===== config.mk =====
export PLATFORM = sky130hd
export DESIGN_NAME = mp_engine
export DESIGN_NICKNAME = d
export VERILOG_FILES = /design/src/rtl/mp_engine_pkg.sv /design/src/rtl/mp_addr_gen.sv /design/src/rtl/mp_engine.sv
export SDC_FILE = /design/constraint.sdc
export NUM_CORES = 1
export LEC_CHECK = 0
export ABC_AREA = 1
export CORE_MARGIN = 2
export CORE_UTILIZATION = 65
export CTS_CLUSTER_SIZE = 30
export DETAILED_ROUTE_END_ITERATION = 6
export DONT_BUFFER_PORTS = 1
export PLACE_DENSITY = 0.79
export RECOVER_POWER = 50
export SYNTH_ARGS = -nofsm -noshare
export SYNTH_HDL_FRONTEND = slang
export SYNTH_SLANG_ARGS = --single-unit

===== constraint.sdc =====
create_clock -name clk -period 5 [get_ports clk]
set_input_delay 0.75 -clock clk [delete_from_list [all_inputs] [get_ports clk]]
set_output_delay 0.75 -clock clk [all_outputs]
set_load 0.01 [all_outputs]

===== src/rtl/mp_engine_pkg.sv =====
// Shared definitions for the max-pool engine: data/address widths, shape field
// widths, the control-FSM state encoding and the decoder's layer/opcode codes.
package mp_engine_pkg;

    localparam int DW = 16;   // element width, signed fixed point
    localparam int AW = 27;   // word address width
    localparam int CW = 11;   // channel-count field width
    localparam int HW = 13;   // height/width field width

    // Layer-type and opcode codes shared with the command decoder.
    localparam logic [1:0] LAYER_FC = 2'd0;
    localparam logic [1:0] LAYER_CV = 2'd1;
    localparam logic [1:0] LAYER_MP = 2'd2;
    localparam logic [3:0] OP_MP    = 4'h3;

    typedef enum logic [2:0] {
        ST_IDLE,
        ST_CHK,
        ST_RD,
        ST_RW,
        ST_WR,
        ST_DONE
    } mp_state_e;

endpackage


===== src/rtl/mp_addr_gen.sv =====
// Address generator for 2x2 stride-2 pooling: walks c/oh/ow with incremental
// pointers and presents the current window-element read address and output address.
module mp_addr_gen
    import mp_engine_pkg::*;
#(
    parameter int AW = mp_engine_pkg::AW
) (
    input  logic          clk,
    input  logic          rst_n,
    input  logic          restart,
    input  logic          advance,
    input  logic [1:0]    k,
    input  logic [AW-1:0] ifaddr,
    input  logic [AW-1:0] ofaddr,
    input  logic [CW-1:0] num_c,
    input  logic [HW-1:0] num_h,
    input  logic [HW-1:0] num_w,
    output logic [AW-1:0] rd_addr,
    output logic [AW-1:0] wr_addr,
    output logic          last
);

    logic [CW-1:0] c_idx;
    logic [HW-2:0] oh_idx;
    logic [HW-2:0] ow_idx;
    logic [AW-1:0] row_ptr;   // address of (c, 2*oh, 0)
    logic [AW-1:0] win_ptr;   // address of (c, 2*oh, 2*ow)
    logic [AW-1:0] out_ptr;

    logic [AW-1:0] w_ext;
    logic [AW-1:0] next_row;
    logic [AW-1:0] next_plane;
    logic [CW-1:0] c_max;
    logic [HW-2:0] oh_max;
    logic [HW-2:0] ow_max;

    assign w_ext    = AW'(num_w);
    assign next_row = row_ptr + (w_ext << 1);
    // An odd height leaves one unread row at the bottom of every plane.
    assign next_plane = next_row + (num_h[0] ? w_ext : '0);

    assign c_max  = num_c - CW'(1);
    assign oh_max = num_h[HW-1:1] - (HW-1)'(1);
    assign ow_max = num_w[HW-1:1] - (HW-1)'(1);
    assign last   = (c_idx == c_max) && (oh_idx == oh_max) && (ow_idx == ow_max);

    // NOTE: every variable written here gets a default first, so no latch is inferred.
    always_comb begin
        rd_addr = win_ptr;
        case (k)
            2'd1:    rd_addr = win_ptr + AW'(1);
            2'd2:    rd_addr = win_ptr + w_ext;
            2'd3:    rd_addr = win_ptr + w_ext + AW'(1);
            default: rd_addr = win_ptr;
        endcase
    end

    assign wr_addr = out_ptr;

    // NOTE: sequential state uses non-blocking assignments so all registers update together.
    always_ff @(posedge clk or negedge rst_n) begin
        if (!rst_n) begin
            c_idx   <= '0;
            oh_idx  <= '0;
            ow_idx  <= '0;
            row_ptr <= '0;
            win_ptr <= '0;
            out_ptr <= '0;
        end else if (restart) begin
            c_idx   <= '0;
            oh_idx  <= '0;
            ow_idx  <= '0;
            row_ptr <= ifaddr;
            win_ptr <= ifaddr;
            out_ptr <= ofaddr;
        end else if (advance) begin
            out_ptr <= out_ptr + AW'(1);
            if (ow_idx != ow_max) begin
                ow_idx  <= ow_idx + (HW-1)'(1);
                win_ptr <= win_ptr + AW'(2);
            end else if (oh_idx != oh_max) begin
                ow_idx  <= '0;
                oh_idx  <= oh_idx + (HW-1)'(1);
                row_ptr <= next_row;
                win_ptr <= next_row;
            end else begin
                ow_idx  <= '0;
                oh_idx  <= '0;
                c_idx   <= c_idx + CW'(1);
                row_ptr <= next_plane;
                win_ptr <= next_plane;
            end
        end
    end

endmodule


===== src/rtl/mp_engine.sv =====
// Max-pool engine: samples a job on mp_rst, reads each 2x2 window one element at a
// time, writes the signed maximum, and pulses mp_done when the whole map is done.
module mp_engine
    import mp_engine_pkg::*;
#(
    parameter int DW = mp_engine_pkg::DW,
    parameter int AW = mp_engine_pkg::AW
) (
    input  logic          clk,
    input  logic          rst_n,
    input  logic          mp_rst,
    input  logic [AW-1:0] mp_ifaddr,
    input  logic [AW-1:0] mp_ofaddr,
    input  logic [CW-1:0] mp_C,
    input  logic [HW-1:0] mp_H,
    input  logic [HW-1:0] mp_W,
    output logic          mp_done,
    output logic          rd_req,
    output logic [AW-1:0] rd_addr,
    input  logic          rd_ready,
    input  logic          rd_valid,
    input  logic [DW-1:0] rd_data,
    output logic          wr_req,
    output logic [AW-1:0] wr_addr,
    output logic [DW-1:0] wr_data,
    input  logic          wr_ready
);

    mp_state_e     state;
    mp_state_e     state_nxt;
    logic [AW-1:0] cfg_ifaddr;
    logic [AW-1:0] cfg_ofaddr;
    logic [CW-1:0] cfg_c;
    logic [HW-1:0] cfg_h;
    logic [HW-1:0] cfg_w;
    logic [1:0]    k;
    logic [DW-1:0] max_val;
    logic          drain;     // a read from an aborted job is still in flight
    logic          restart;
    logic          advance;
    logic          last;
    logic          degenerate;
    logic          rd_take;

    assign degenerate = (cfg_c == '0) || (cfg_h < HW'(2)) || (cfg_w < HW'(2));
    assign rd_take    = (state == ST_RW) && rd_valid;
    assign restart    = (state == ST_CHK);

    mp_addr_gen #(.AW(AW)) u_addr_gen (
        .clk     (clk),
        .rst_n   (rst_n),
        .restart (restart),
        .advance (advance),
        .k       (k),
        .ifaddr  (cfg_ifaddr),
        .ofaddr  (cfg_ofaddr),
        .num_c   (cfg_c),
        .num_h   (cfg_h),
        .num_w   (cfg_w),
        .rd_addr (rd_addr),
        .wr_addr (wr_addr),
        .last    (last)
    );

    always_comb begin
        state_nxt = state;
        advance   = 1'b0;
        case (state)
            ST_IDLE: state_nxt = ST_IDLE;
            ST_CHK: begin
                if (degenerate)            state_nxt = ST_DONE;
                else if (!drain || rd_valid) state_nxt = ST_RD;
            end
            ST_RD:   if (rd_ready) state_nxt = ST_RW;
            ST_RW:   if (rd_valid) state_nxt = (k == 2'd3) ? ST_WR : ST_RD;
            ST_WR: begin
                if (wr_ready) begin
                    if (last) begin
                        state_nxt = ST_DONE;
                    end else begin
                        advance   = 1'b1;
                        state_nxt = ST_RD;
                    end
                end
            end
            ST_DONE: state_nxt = ST_IDLE;
            default: state_nxt = ST_IDLE;
        endcase
        // A new command overrides everything, including a pending write.
        if (mp_rst) begin
            state_nxt = ST_CHK;
            advance   = 1'b0;
        end
    end

    always_ff @(posedge clk or negedge rst_n) begin
        if (!rst_n) begin
            state      <= ST_IDLE;
            cfg_ifaddr <= '0;
            cfg_ofaddr <= '0;
            cfg_c      <= '0;
            cfg_h      <= '0;
            cfg_w      <= '0;
            k          <= '0;
            max_val    <= '0;
            drain      <= 1'b0;
        end else begin
            state <= state_nxt;
            if (mp_rst) begin
                cfg_ifaddr <= mp_ifaddr;
                cfg_ofaddr <= mp_ofaddr;
                cfg_c      <= mp_C;
                cfg_h      <= mp_H;
                cfg_w      <= mp_W;
                // Accepted-now or accepted-earlier reads whose data has not come back.
                drain <= ((state == ST_RD) && rd_ready) ||
                         (((state == ST_RW) || drain) && !rd_valid);
            end else begin
                if (drain && rd_valid) drain <= 1'b0;
                if (state == ST_CHK) begin
                    k <= '0;
                end else if (rd_take) begin
                    k <= k + 2'd1;
                    if ((k == 2'd0) || ($signed(rd_data) > $signed(max_val)))
                        max_val <= rd_data;
                end
            end
        end
    end

    assign mp_done = (state == ST_DONE);
    assign rd_req  = (state == ST_RD);
    assign wr_req  = (state == ST_WR);
    assign wr_data = max_val;

endmodule


==> metrics.txt <==
Starting Density 66.1%; input/output buffers 0; CTS max path bufs 3; clk slew on worst S/H paths 0.07 ns; GPL Wtd Cong 0.970; CTS tree built; final setup violating endpoints 0; Synth Cell Area 18400 µm²; hold crit path type in -> reg; H-Tree Depth 1; Syn Inst Count 2862; I/O Pins 186; antenna cells 0; Worst Skew 0.0183 ns; Yosys cell types 49; Post-layout nets 3016; Die W 172 µm; Final Hold Viols 0; Slew headroom -126%; Vias/cell 6.00; EDFF count, synth 0; RSZ-0062 raised after global routing no; post-synthesis sequential area ratio 31.1%; HPWL after DPL 42.1 mm; f_max 210 MHz; via count 19400; Initial DRC Count 1883; Worst R2R Start cfg_w[1]; CTS Buf Count 26; ANT nets after route 0; pin count of the biggest net entering global routing 230; crit end category primary output; die area 29700 µm²; Finished Layout Cells 3224; CP Capture Point rd_addr[17]; DRC viols 0; TritonRoute pass-1 iters 6; Max Cap Viol 2; Cell Rows 61; YS warnings 0; Placed Cells incl. Taps 3176; gr ovfl total 0; part of the cycle the worst path needs 95.0%; r2r worst-path depth 21; CP Class reg -> out; post-DR wirelength/cell 18.0 µm; Fin Setup TNS 0 ns; Design Area, Final 19700 µm²; Setup crit start cfg_w[0]; Syn Area/Cell 6.43 µm²; post-layout min period 4.75 ns; vias in the first global route 18200; Hold Path Origin mp_rst; Critical Path Source Type flip-flop; Synthesized Nets 3050; ratio of cells with drive above 1 in the final layout 4.18%; WP data arrival 4.00 ns; Core Util, Final 70.6%; R2R Setup Slk 0.67 ns; instance area at placement 18700 µm²; failing checks max-capacitance violations, max-slew violations; CP Data Required Time 4.25 ns; Die H 172 µm; Clock Sinks 229; post-CTS setup buffers 0; Pwr Density 566 nW/µm²; first-pass GRT wire length 91.5 mm; Crit Path Max Fanout 4; Final Routed Wirelength 58.0 mm; leakage dissipation 10.0 nW; Worst VDD drop 0.000408 V; initial antenna violation count 0; synthesis-to-finish area growth 6.85%; status finished, violations left; clk root buf clkbuf_16; Tot Pwr 11.1 mW; top_reg_cell synth dfrtp_1; Reg-to-Reg End u_addr_gen.row_ptr[15]; Clock Latency Late Sink 0.54 ns; Core ar. 27900 µm²; Async S/R FF share, synth 100%; actual slew at the worst max-slew pin 3.39 ns; pins over their slew limit 231; synthesized flop and latch total 229; gr usage total 38.7%
sequential cells by signal, summed over array words and instances, names as in the netlist, 12 cells and up:
register,count
u_addr_gen.row_ptr,27
u_addr_gen.wr_addr,27
u_addr_gen.win_ptr,27
u_addr_gen.ow_idx,12
cfg_h,13
cfg_ifaddr,27
u_addr_gen.oh_idx,12
cfg_w,13
cfg_ofaddr,27
wr_data,16
synthesized netlist by cell type, types with 2 or more instances:
| library cell | count | share of area [%] |
|---|---|---|
| nand2_1 | 981 | 20 |
| inv_1 | 363 | 7.4 |
| nand3_1 | 274 | 7.4 |
| dfrtp_1 | 229 | 31 |
| nor2_1 | 227 | 4.6 |
| o21ai_0 | 158 | 4.3 |
| xor2_1 | 92 | 4.4 |
| ha_1 | 72 | 4.9 |
| a21oi_1 | 67 | 1.8 |
| clkbuf_1 | 45 | 0.92 |
| nand4_1 | 44 | 1.5 |
| nor3_1 | 32 | 0.87 |
| xnor2_1 | 29 | 1.4 |
| o211ai_1 | 28 | 1.1 |
| o21ai_1 | 28 | 0.76 |
| buf_2 | 20 | 0.54 |
| a31oi_1 | 17 | 0.58 |
| o221ai_1 | 15 | 0.71 |
| buf_1 | 12 | 0.24 |
| nor4_1 | 12 | 0.41 |
| or2_2 | 11 | 0.37 |
| nor2_2 | 10 | 0.34 |
| o21bai_1 | 9 | 0.37 |
| inv_2 | 8 | 0.16 |
| nand3b_1 | 8 | 0.33 |
| o22ai_1 | 7 | 0.24 |
| buf_4 | 5 | 0.20 |
| buf_6 | 5 | 0.31 |
| nor2_4 | 5 | 0.31 |
| a221oi_1 | 4 | 0.19 |
| nand2_2 | 4 | 0.14 |
| nand3_2 | 4 | 0.22 |
| nor3b_1 | 4 | 0.16 |
| a21boi_0 | 3 | 0.12 |
| a21o_1 | 3 | 0.12 |
| a22oi_1 | 3 | 0.12 |
| fa_1 | 3 | 0.33 |
| nor3_2 | 3 | 0.16 |
| o2111ai_1 | 3 | 0.14 |
| and2_1 | 2 | 0.068 |
| and3_1 | 2 | 0.068 |
| clkbuf_2 | 2 | 0.054 |
| nand2_4 | 2 | 0.12 |
| nand2b_1 | 2 | 0.068 |
critical path, cell delays in order, from the launching register on:
cell	delay, ns
dfrtp_1	0.41
ha_1	0.25
inv_1	0.08
fa_1	0.39
inv_1	0.11
nand3_1	0.11
nand2_1	0.16
nand2_1	0.09
nand3_1	0.07
o21ai_0	0.23
nor2_2	0.26
nand4_1	0.18
nor2_2	0.27
nand3_1	0.17
nor2_1	0.29
nand2_1	0.09
nand3_1	0.08
nand2_1	0.07
nand2_1	0.05
nand2_1	0.10
per-stage QoR:
step           worst slack [ns]  hold WS, ns
3_3_place_gp              0.929        0.455
3_5_place_dp              0.802        0.463
4_1_cts                   0.293      -0.0924
2_1_floorplan              1.56        0.442
6_report                  0.249        0.325
5_1_grt                 0.00825        0.330
power breakdown:
part | internal, mW | switching, mW
combinational | 1.81 | 3.95
clock | 1.41 | 0.823
sequential | 2.36 | 0.773
total | 5.58 | 5.55
what timing repair did:
item | CTS | global route
gates resized for setup | 0 | 2
hold endpoints to repair | 229 | 130
endpoints found under the setup margin | 0 | 3
how the worst min path moves through the flow:
stage / endpoint / slack (ns) / depth (start not counted)
2_1_floorplan: cfg_ifaddr[10] / 0.44 / 2
3_3_place_gp: cfg_ofaddr[19] / 0.46 / 2
3_5_place_dp: cfg_ifaddr[1] / 0.46 / 2
4_1_cts: u_addr_gen.ow_idx[0] / -0.09 / 0
5_1_grt: cfg_ifaddr[0] / 0.33 / 1
6_report: cfg_ofaddr[2] / 0.32 / 1
layer usage:
| metal | vias to the layer above | GRT usage (%) | wire [µm] |
|---|---|---|---|
| met5 | - | 0 | 0 |
| li1 | 9116 | - | - |
| met1 | 8939 | 50.0 | 22800 |
| met2 | 1100 | 64.3 | 26600 |
| met3 | 201 | 6.57 | 5780 |
| met4 | 0 | 16.7 | 2790 |
kinds of logic after synthesis:
logic type	synth area share (%)
buffers and inverters	9.86
and+or+nand+nor	37.2
AOI/OAI and AO/OA	10.7
adders and majority gates	5.22
DFF	31.1
xor gates and xnor gates	5.85
layout by cell type, fill, tap and decap left out, drive strengths merged:
master and count:
a22oi 3, nand2b 2, inv 372, nand2 987, clkinv 3, bufinv 7
a21boi 3, and2 2, nand4 44, o21ai 186, nor3b 4, xor2 93
ha 72, nor3 35, xnor2 29, dfrtp 229, a221oi 4, fa 3
o2111ai 3, nand3b 8, o22ai 7, buf 25, o21a 1, or2 11
a21o 3, clkbuf 35, o221ai 15, nand3 278, o211ai 28, a21oi 67
nor2 242, a31oi 17, clkinvlp 3, o311ai 1, o21bai 9, a211oi 1
and3 2, nor4 12
area by class of cell:
type | instances | area [µm²]
clock buffer | 33 | 738
clock inverter | 13 | 258
fill | 2351 | 8190
inverter | 372 | 1400
multi-input combinational | 2172 | 10900
sequential | 229 | 5730
tap | 378 | 473
timing repair buffer | 27 | 198
(Power assumes the default switching activity.)
